**config.mk**
```make
export PLATFORM = sky130hd
export DESIGN_NAME = modn_counter_flat
export DESIGN_NICKNAME = d
export VERILOG_FILES = /design/src/rtl/modn_counter_if.sv /design/src/rtl/modn_counter.sv /design/src/flat_wrapper.sv
export SDC_FILE = /design/constraint.sdc
export NUM_CORES = 1
export LEC_CHECK = 0
export BUFFER_PORTS_ARGS = -buffer_cell sky130_fd_sc_hd__buf_2
export CAP_MARGIN = 20
export CORE_UTILIZATION = 55
export CTS_CLUSTER_SIZE = 10
export DETAILED_ROUTE_END_ITERATION = 10
export PLACE_DENSITY = 0.78
export SYNTH_ARGS = -nofsm -noshare
export SYNTH_HDL_FRONTEND = slang
export SYNTH_SLANG_ARGS = --single-unit
```
**constraint.sdc**
```tcl
create_clock -name clk -period 4.5 [get_ports clk]
set_input_delay 0.9 -clock clk [delete_from_list [all_inputs] [get_ports clk]]
set_output_delay 0.9 -clock clk [all_outputs]
set_load 0.05 [all_outputs]
```
**src/rtl/modn_counter_if.sv**
```systemverilog
`default_nettype none
// ============================================================================
// Module      : modn_counter_if
// Description : Control/status bundle for modn_counter. The master side drives
//               the count controls and observes count, BCD digits and status.
// Revision    : 1.0 - initial release
// ============================================================================
interface modn_counter_if #(
    parameter int WIDTH = 6
);
    logic             tick;
    logic             keep;
    logic             adj_up;
    logic             adj_down;
    logic             load;
    logic [WIDTH-1:0] load_val;
    logic [WIDTH-1:0] count;
    logic [3:0]       tens;
    logic [3:0]       ones;
    logic             carry;
    logic             is_zero;

    modport master (
        output tick, keep, adj_up, adj_down, load, load_val,
        input  count, tens, ones, carry, is_zero
    );

    modport slave (
        input  tick, keep, adj_up, adj_down, load, load_val,
        output count, tens, ones, carry, is_zero
    );
endinterface : modn_counter_if
`default_nettype wire

```
**src/rtl/modn_counter.sv**
```systemverilog
`default_nettype none
// ============================================================================
// Module      : modn_counter
// Description : Modulo-N counter with tick-driven count and carry, synchronous
//               load/hold, push-button +1/-1 adjust with edge detection, and
//               registered BCD tens/ones digits that track the binary count.
// Revision    : 1.0 - initial release
// ============================================================================
module modn_counter #(
    parameter int MODULUS = 24,
    parameter int WIDTH   = 6
) (
    input  logic           clk,
    input  logic           clear,
    modn_counter_if.slave  bus
);
    // Wrap points are found by comparing against the terminal value, so a
    // modulus that is not a power of two never relies on natural overflow.
    localparam logic [WIDTH-1:0] c_max = WIDTH'(MODULUS - 1);

    logic             up_s1_q,   up_s1_d;
    logic             up_s2_q,   up_s2_d;
    logic             up_hist_q, up_hist_d;
    logic             dn_s1_q,   dn_s1_d;
    logic             dn_s2_q,   dn_s2_d;
    logic             dn_hist_q, dn_hist_d;
    logic [WIDTH-1:0] count_q,   count_d;
    logic [3:0]       tens_q,    tens_d;
    logic [3:0]       ones_q,    ones_d;
    logic             carry_q,   carry_d;
    logic             up_evt;
    logic             dn_evt;

    // Next-state: synchronize buttons, detect presses, then resolve
    // load > keep > adjust > tick; digits are derived from the next count.
    always_comb begin
        up_s1_d   = bus.adj_up;
        up_s2_d   = up_s1_q;
        up_hist_d = up_s2_q;
        dn_s1_d   = bus.adj_down;
        dn_s2_d   = dn_s1_q;
        dn_hist_d = dn_s2_q;

        // A press lasts exactly one cycle; if load or keep wins that cycle the
        // event is simply lost because history catches up on the next edge.
        up_evt = up_s2_q & ~up_hist_q;
        dn_evt = dn_s2_q & ~dn_hist_q;

        count_d = count_q;
        carry_d = 1'b0;

        if (bus.load) begin
            // Out-of-range load values collapse to zero so count stays legal.
            count_d = (32'(bus.load_val) < MODULUS) ? bus.load_val : '0;
        end else if (bus.keep) begin
            count_d = count_q;
        end else if (up_evt || dn_evt) begin
            // Simultaneous up and down cancel; any tick this cycle is dropped.
            if (up_evt && !dn_evt) begin
                count_d = (count_q == c_max) ? '0 : count_q + 1'b1;
            end else if (dn_evt && !up_evt) begin
                count_d = (count_q == '0) ? c_max : count_q - 1'b1;
            end
        end else if (bus.tick) begin
            if (count_q == c_max) begin
                count_d = '0;
                carry_d = 1'b1;
            end else begin
                count_d = count_q + 1'b1;
            end
        end

        tens_d = 4'(32'(count_d) / 10);
        ones_d = 4'(32'(count_d) % 10);
    end

    // State register; clear forces everything, including synchronizers, idle.
    always_ff @(posedge clk or posedge clear) begin
        if (clear) begin
            up_s1_q   <= 1'b0;
            up_s2_q   <= 1'b0;
            up_hist_q <= 1'b0;
            dn_s1_q   <= 1'b0;
            dn_s2_q   <= 1'b0;
            dn_hist_q <= 1'b0;
            count_q   <= '0;
            tens_q    <= 4'd0;
            ones_q    <= 4'd0;
            carry_q   <= 1'b0;
        end else begin
            up_s1_q   <= up_s1_d;
            up_s2_q   <= up_s2_d;
            up_hist_q <= up_hist_d;
            dn_s1_q   <= dn_s1_d;
            dn_s2_q   <= dn_s2_d;
            dn_hist_q <= dn_hist_d;
            count_q   <= count_d;
            tens_q    <= tens_d;
            ones_q    <= ones_d;
            carry_q   <= carry_d;
        end
    end

    assign bus.count   = count_q;
    assign bus.tens    = tens_q;
    assign bus.ones    = ones_q;
    assign bus.carry   = carry_q;
    assign bus.is_zero = (count_q == '0);

endmodule : modn_counter
`default_nettype wire

```
**src/flat_wrapper.sv**
```systemverilog
// flat-port wrapper written by rule: the top's interface ports become plain ports
module modn_counter_flat 
#(
    parameter int MODULUS = 24,
    parameter int WIDTH   = 6
)
  (clk, clear, bus_tick, bus_keep, bus_adj_up, bus_adj_down, bus_load, bus_load_val, bus_count, bus_tens, bus_ones, bus_carry, bus_is_zero);
  modn_counter_if #(.WIDTH(WIDTH)) bus_i ();
  input  logic clk;
  input  logic clear;
  input wire logic [$bits(bus_i.tick)-1:0] bus_tick;
  input wire logic [$bits(bus_i.keep)-1:0] bus_keep;
  input wire logic [$bits(bus_i.adj_up)-1:0] bus_adj_up;
  input wire logic [$bits(bus_i.adj_down)-1:0] bus_adj_down;
  input wire logic [$bits(bus_i.load)-1:0] bus_load;
  input wire logic [$bits(bus_i.load_val)-1:0] bus_load_val;
  output wire logic [$bits(bus_i.count)-1:0] bus_count;
  output wire logic [$bits(bus_i.tens)-1:0] bus_tens;
  output wire logic [$bits(bus_i.ones)-1:0] bus_ones;
  output wire logic [$bits(bus_i.carry)-1:0] bus_carry;
  output wire logic [$bits(bus_i.is_zero)-1:0] bus_is_zero;
  assign bus_i.tick = bus_tick;
  assign bus_i.keep = bus_keep;
  assign bus_i.adj_up = bus_adj_up;
  assign bus_i.adj_down = bus_adj_down;
  assign bus_i.load = bus_load;
  assign bus_i.load_val = bus_load_val;
  assign bus_count = bus_i.count;
  assign bus_tens = bus_i.tens;
  assign bus_ones = bus_i.ones;
  assign bus_carry = bus_i.carry;
  assign bus_is_zero = bus_i.is_zero;
  modn_counter #(.MODULUS(MODULUS), .WIDTH(WIDTH)) u_core (.clk(clk), .clear(clear), .bus(bus_i));
endmodule
```
# After elaboration in Yosys (flattened, before gate mapping)
# Index checks and enable logic that the tools add are counted.
[totals]
reg_bits = 21
out_inout_bits = 16
[classes]
n_addsub = 2
div = 2
magnitude_cmp = 1
n_eq_ne = 1
muxes = 14
bitwise_logic = 4
reduce_logical = 6
[op_table]
columns = ["cell", "count"]
rows = [
  ["two-way mux 6 bit", 9],
  ["divider 6 x 4 -> 32 bit (second input constant)", 1],
  ["modulo 6 x 4 -> 32 bit (second input constant)", 1],
  ["adder 6 x 1 -> 6 bit (second input constant)", 1],
  ["equality test 6 x 5 -> 1 bit (second input constant)", 1],
  ["logical NOT 6 bit", 1],
  ["< comparator 6 x 5 -> 1 bit (second input constant)", 1],
  ["subtractor 6 x 1 -> 6 bit (second input constant)", 1],
  ["two-way mux 1 bit", 5],
  ["AND 1 bit", 2],
  ["logical AND 1 bit", 2],
  ["logical NOT 1 bit", 2],
  ["inverter 1 bit", 2],
  ["logical OR 1 bit", 1],
]

# Depth between registers and ports, before layout
[depth]
word_depth = 10
depth_mapped = 21
depth_no_buf = 20

# Worst setup path before layout
# No wires, ideal clock.
[synth_timing]
path_kind = "reg-to-reg"
startpoint = "register u_core.count_q[0] (netlist: u_core.bus.count[0])"
endpoint = "register u_core.ones_q[3] (netlist: u_core.bus.ones[3])"
setup_ps = 76
t_arrival_ps = 4062
required_time_ps = 4424
path_slack_ps = 362
path_stages_with_launch = 20
path_buffers = 0
path_cell_list = "dfrtp_1 inv_1 ha_1 nor3b_2 a31oi_1 or4b_4 a2bb2oi_4 inv_2 ha_1 inv_1 o211ai_1 nand4b_1 o311a_1 a41oi_1 a32oi_1 o21ai_2 xnor2_1 ha_1 or3_1 o21ai_1"
[synth_between]
elab_chain_cells = 8
elab_cells_between_ends = 13
cone_classes = "add/sub (2); div (1); eq/ne (1); mux (8); reduce/logical (1)"
[synth_rtl]
columns = ["item", "line_no", "text"]
rows = [
  ["start: declaration", "modn_counter.sv:27", "logic [WIDTH-1:0] count_q, count_d;"],
  ["start signal: assignment", "modn_counter.sv:97", "count_q <= count_d;"],
  ["subtractor 6 x 1 -> 6 bit / logical NOT 6 bit (equally long branches)", "modn_counter.sv:62", "count_d = (count_q == '0) ? c_max : count_q - 1'b1;"],
  ["two-way mux 6 bit", "modn_counter.sv:62", ""],
  ["two-way mux 6 bit", "modn_counter.sv:61", "end else if (dn_evt && !up_evt) begin"],
  ["two-way mux 6 bit", "modn_counter.sv:59", "if (up_evt && !dn_evt) begin"],
  ["two-way mux 6 bit *", "modn_counter.sv:57", "end else if (up_evt || dn_evt) begin"],
  ["two-way mux 6 bit *", "modn_counter.sv:55", "end else if (bus.keep) begin"],
  ["two-way mux 6 bit *", "modn_counter.sv:52", "if (bus.load) begin"],
  ["named net u_core.count_d[4]", "modn_counter.sv:27", ""],
  ["modulo 6 x 4 -> 32 bit *", "modn_counter.sv:74", "ones_d = 4'(32'(count_d) % 10);"],
  ["named net u_core.ones_d[3]", "modn_counter.sv:29", "logic [3:0] ones_q, ones_d;"],
  ["end signal: assignment", "modn_counter.sv:99", "ones_q <= ones_d;"],
  ["end: declaration", "modn_counter.sv:29", ""],
]
# Mark *: on every way through the listed nets, which the timed path passes. The rest lies on a longest branch.

# Worst setup path after layout
# Same ends and word-level chain as after synthesis.

==> flow_summary.json <==
{
  "status": "finished, final reports clean",
  "dr.pass1.iters": 4,
  "synth_seq_cells": 19,
  "yosysTopAreaCell": "dfrtp_1",
  "numCtsBuffers": 3,
  "yosysWarnings": 0,
  "hold_viol": 0,
  "finClkSkew_ns": 0.01402,
  "die-area_um2": 3426,
  "via_per_inst": 6.181,
  "final_cells": 281,
  "seq_area_um2": 476.7,
  "num_antenna_cells": 0,
  "track_usage_pct": 27.84,
  "tightest_slew_ns": 0.6910,
  "arrival_ns": 4.46,
  "cts.sinks": 19,
  "antenna_found_initial": 0,
  "gr-total-overflow": 0,
  "yosys.area.top_type_share_pct": 27.05,
  "cts_tree": "yes",
  "p_comb_share_pct": 51.5,
  "grt_pass1_wl_um": 7286,
  "worstSetupPathType": "reg2reg",
  "fmaxAchievable_ghz": 0.2365,
  "finalInstanceArea_um2": 1984,
  "utilization_pct": 65.00,
  "syn_nets": 229,
  "power_switching_uw": 275.8,
  "initial_core_util_pct": 57.58,
  "p_seq_share_pct": 34.3,
  "routedWlPerCell_um": 15.54,
  "cp_max_fo": 7,
  "synthTopCellsByArea": "dfrtp_1 (27%), ha_1 (6.4%), a21oi_1 (4.6%)",
  "drtAntennaViolNets": 0,
  "finalNetCount": 260,
  "design.core.area_um2": 3053,
  "async_flop_share_pct": 100.0,
  "io_pins": 29,
  "finalSetupViolations": 0,
  "mostFrequentLayoutCell": "buf_2",
  "rsz0062_at_grt": "false",
  "ir_drop_v": 0.0003454,
  "p_leak_uw": 0.0009057,
  "dp_hpwl_um": 3334,
  "min_period_ns": 4.228,
  "cp.required_ns": 4.73,
  "placed_area_um2": 1931,
  "final_cell_mix": "buf_2 (27), dfrtp_1 (18), inv_1 (17), a21oi_1 (16), buf_4 (13)",
  "synth_edf_count": 0,
  "p_int_uw": 331.9,
  "drive_gt1_share_pct": 26.16,
  "multi_input_area_um2": 1125,
  "grt_pass1_vias": 1591,
  "finalSetupTns_ns": 0,
  "ys_seq_area_share_pct": 27.05,
  "drt_iter0_drc": 158,
  "drc_errors": 0,
  "relSlewSlack_pct": 53.88,
  "chipWidth_um": 58.54,
  "finalMaxSlewViolations": 0,
  "endpoint_kind": "flip-flop",
  "power.density_nw_per_um2": 306.2,
  "pwr-share-clk_pct": 14.2,
  "syn_avg_cell_area_um2": 8.492,
  "max_cap_viol_count": 0,
  "vias": 1737,
  "hold_class": "reg2reg",
  "cts_buffer_depth": 2,
  "total_power_uw": 607.6,
  "grt_max_degree": 20,
  "cts.htree.levels": 1,
  "syn_inst": 207,
  "synth_top_flop_cell": "dfrtp_1",
  "place_congestion": 0.8854,
  "clkSlewWorstSetupHoldPaths_ns": 0.11,
  "drt_wl_total_um": 4367,
  "die_y_um": 58.54,
  "setup.worst_path.start_class": "flip-flop",
  "swShare_pct": 45.38,
  "area_growth_syn_to_layout_pct": 12.88,
  "synth_cell_types": 66,
  "clockRootBuffer": "clkbuf_4",
  "port-buffer-count": 27,
  "fin_crit_sh_pct": 93.95,
  "fill_cells": 280,
  "worstSkewPairLatency_ns": 0.30,
  "rows": 20,
  "cts_hold_buf": 0,
  "syn-cell-area_um2": 1758,
  "place_inst": 274
}
[power groups by stage]
stage / clock network [µW] / logic [µW] / registers [µW]
after floorplan: 0 / 180 / 266
after detailed placement: 0 / 304 / 212
after CTS: 88.0 / 305 / 208
final: 86.0 / 313 / 209
after global placement: 0 / 300 / 211
after global routing: 95.5 / 338 / 211
[critical path, stage by stage (launching register included)]
cell and delay, ns:
dfrtp_1 0.41, inv_1 0.17, ha_1 0.25, nor2b_2 0.22, a211oi_1 0.12, or4b_4 0.58
a2bb2oi_4 0.25, inv_2 0.10, ha_1 0.22, inv_1 0.05, o211ai_1 0.09, nand4b_1 0.19
o311a_1 0.15, a41oi_1 0.27, a32oi_1 0.11, o21ai_2 0.18, xnor2_1 0.14, ha_1 0.21
or3_1 0.36, o21ai_1 0.07
[final cells by class]
| class | instances | share of cell area (%) |
|---|---|---|
| multi-input cells | 156 | 56.68 |
| well taps | 44 | 2.774 |
| repair buffers | 40 | 11.73 |
| clock inverters | 1 | 0.2522 |
| inverters | 18 | 3.405 |
| flip-flops and latches | 19 | 24.02 |
| clock buffers | 3 | 1.135 |
[metrics by stage]
stage	hold slack (ns)	setup slack, ns
2_1_floorplan	0.3312	0.3619
3_3_place_gp	0.3328	0.2040
3_5_place_dp	0.3426	0.1689
4_1_cts	0.3688	0.2830
5_1_grt	0.3779	0.003451
6_report	0.3674	0.2722
[Yosys cell counts (4+ instances only)]
| cell type | n |
|---|---|
| a21oi_1 | 16 |
| a31oi_1 | 9 |
| buf_2 | 7 |
| buf_4 | 4 |
| dfrtp_1 | 19 |
| ha_1 | 9 |
| inv_1 | 17 |
| nand2_1 | 12 |
| nand3_1 | 6 |
| nand4_1 | 4 |
| nor2_1 | 11 |
| nor3_1 | 4 |
| o211ai_1 | 4 |
| o21ai_0 | 7 |
[layer usage]
metal  routed length [µm]  part of all wire, %  up-vias  track usage, %
li1                     -                    -      833               -
met1                 1921                   44      828           36.59
met2                 2165                   50       70           46.96
met3                  223                  5.1        6           4.835
met4                   57                  1.3        0           8.503
met5                    0                    0        -               0
[worst paths after layout]
| check | from | slack, ns | endpoint | depth (start not counted) |
|---|---|---|---|---|
| min in group asynchronous | clear | 0.68 | u_core.bus.carry$_DFF_PP0_ | 2 |
| worst max-delay path | u_core.bus.count[0]$_DFF_PP0_ | 0.27 | u_core.bus.ones[3]$_DFF_PP0_ | 19 |
| worst min register to register | u_core.up_s1_q$_DFF_PP0_ | 0.37 | u_core.up_hist_d$_DFF_PP0_ | 0 |
| worst max register to register | u_core.bus.count[0]$_DFF_PP0_ | 0.27 | u_core.bus.ones[3]$_DFF_PP0_ | 19 |
| max in group asynchronous | clear | 3.35 | u_core.bus.count[1]$_DFF_PP0_ | 2 |
| worst min-delay path | u_core.up_s1_q$_DFF_PP0_ | 0.37 | u_core.up_hist_d$_DFF_PP0_ | 0 |
[state kept, by name, indices dropped and copies added (netlist names)]
| register | count |
|---|---|
| u_core.dn_hist_q | 1 |
| u_core.up_hist_d | 1 |
| u_core.bus.count | 6 |
| u_core.up_s1_q | 1 |
| u_core.up_hist_q | 1 |
| u_core.dn_s1_q | 1 |
| u_core.bus.ones | 3 |
| u_core.dn_hist_d | 1 |
| u_core.bus.tens | 3 |
| u_core.bus.carry | 1 |
[cell families (layout without fill, tap and decap cells)]
| family | after synthesis | after routing | share of synthesized area [%] |
|---|---|---|---|
| other | 1 | 1 | 0.2133 |
| DFF | 19 | 19 | 27.05 |
| buffers and inverters | 32 | 62 | 9.110 |
| xor gates and xnor gates | 2 | 2 | 0.9966 |
| and+or+nand+nor | 65 | 65 | 22.14 |
| muxes | 3 | 3 | 2.278 |
| AOI/OAI and AO/OA | 76 | 76 | 31.82 |
| adders and majority gates | 9 | 9 | 6.406 |
[what timing repair did]
action | CTS | global route
setup buffers | 0 | 3
resized for setup | 0 | 2
hold endpoints to repair | 0 | 0
setup endpoints to repair | 0 | 1
Power figures use the tool's default switching activity.
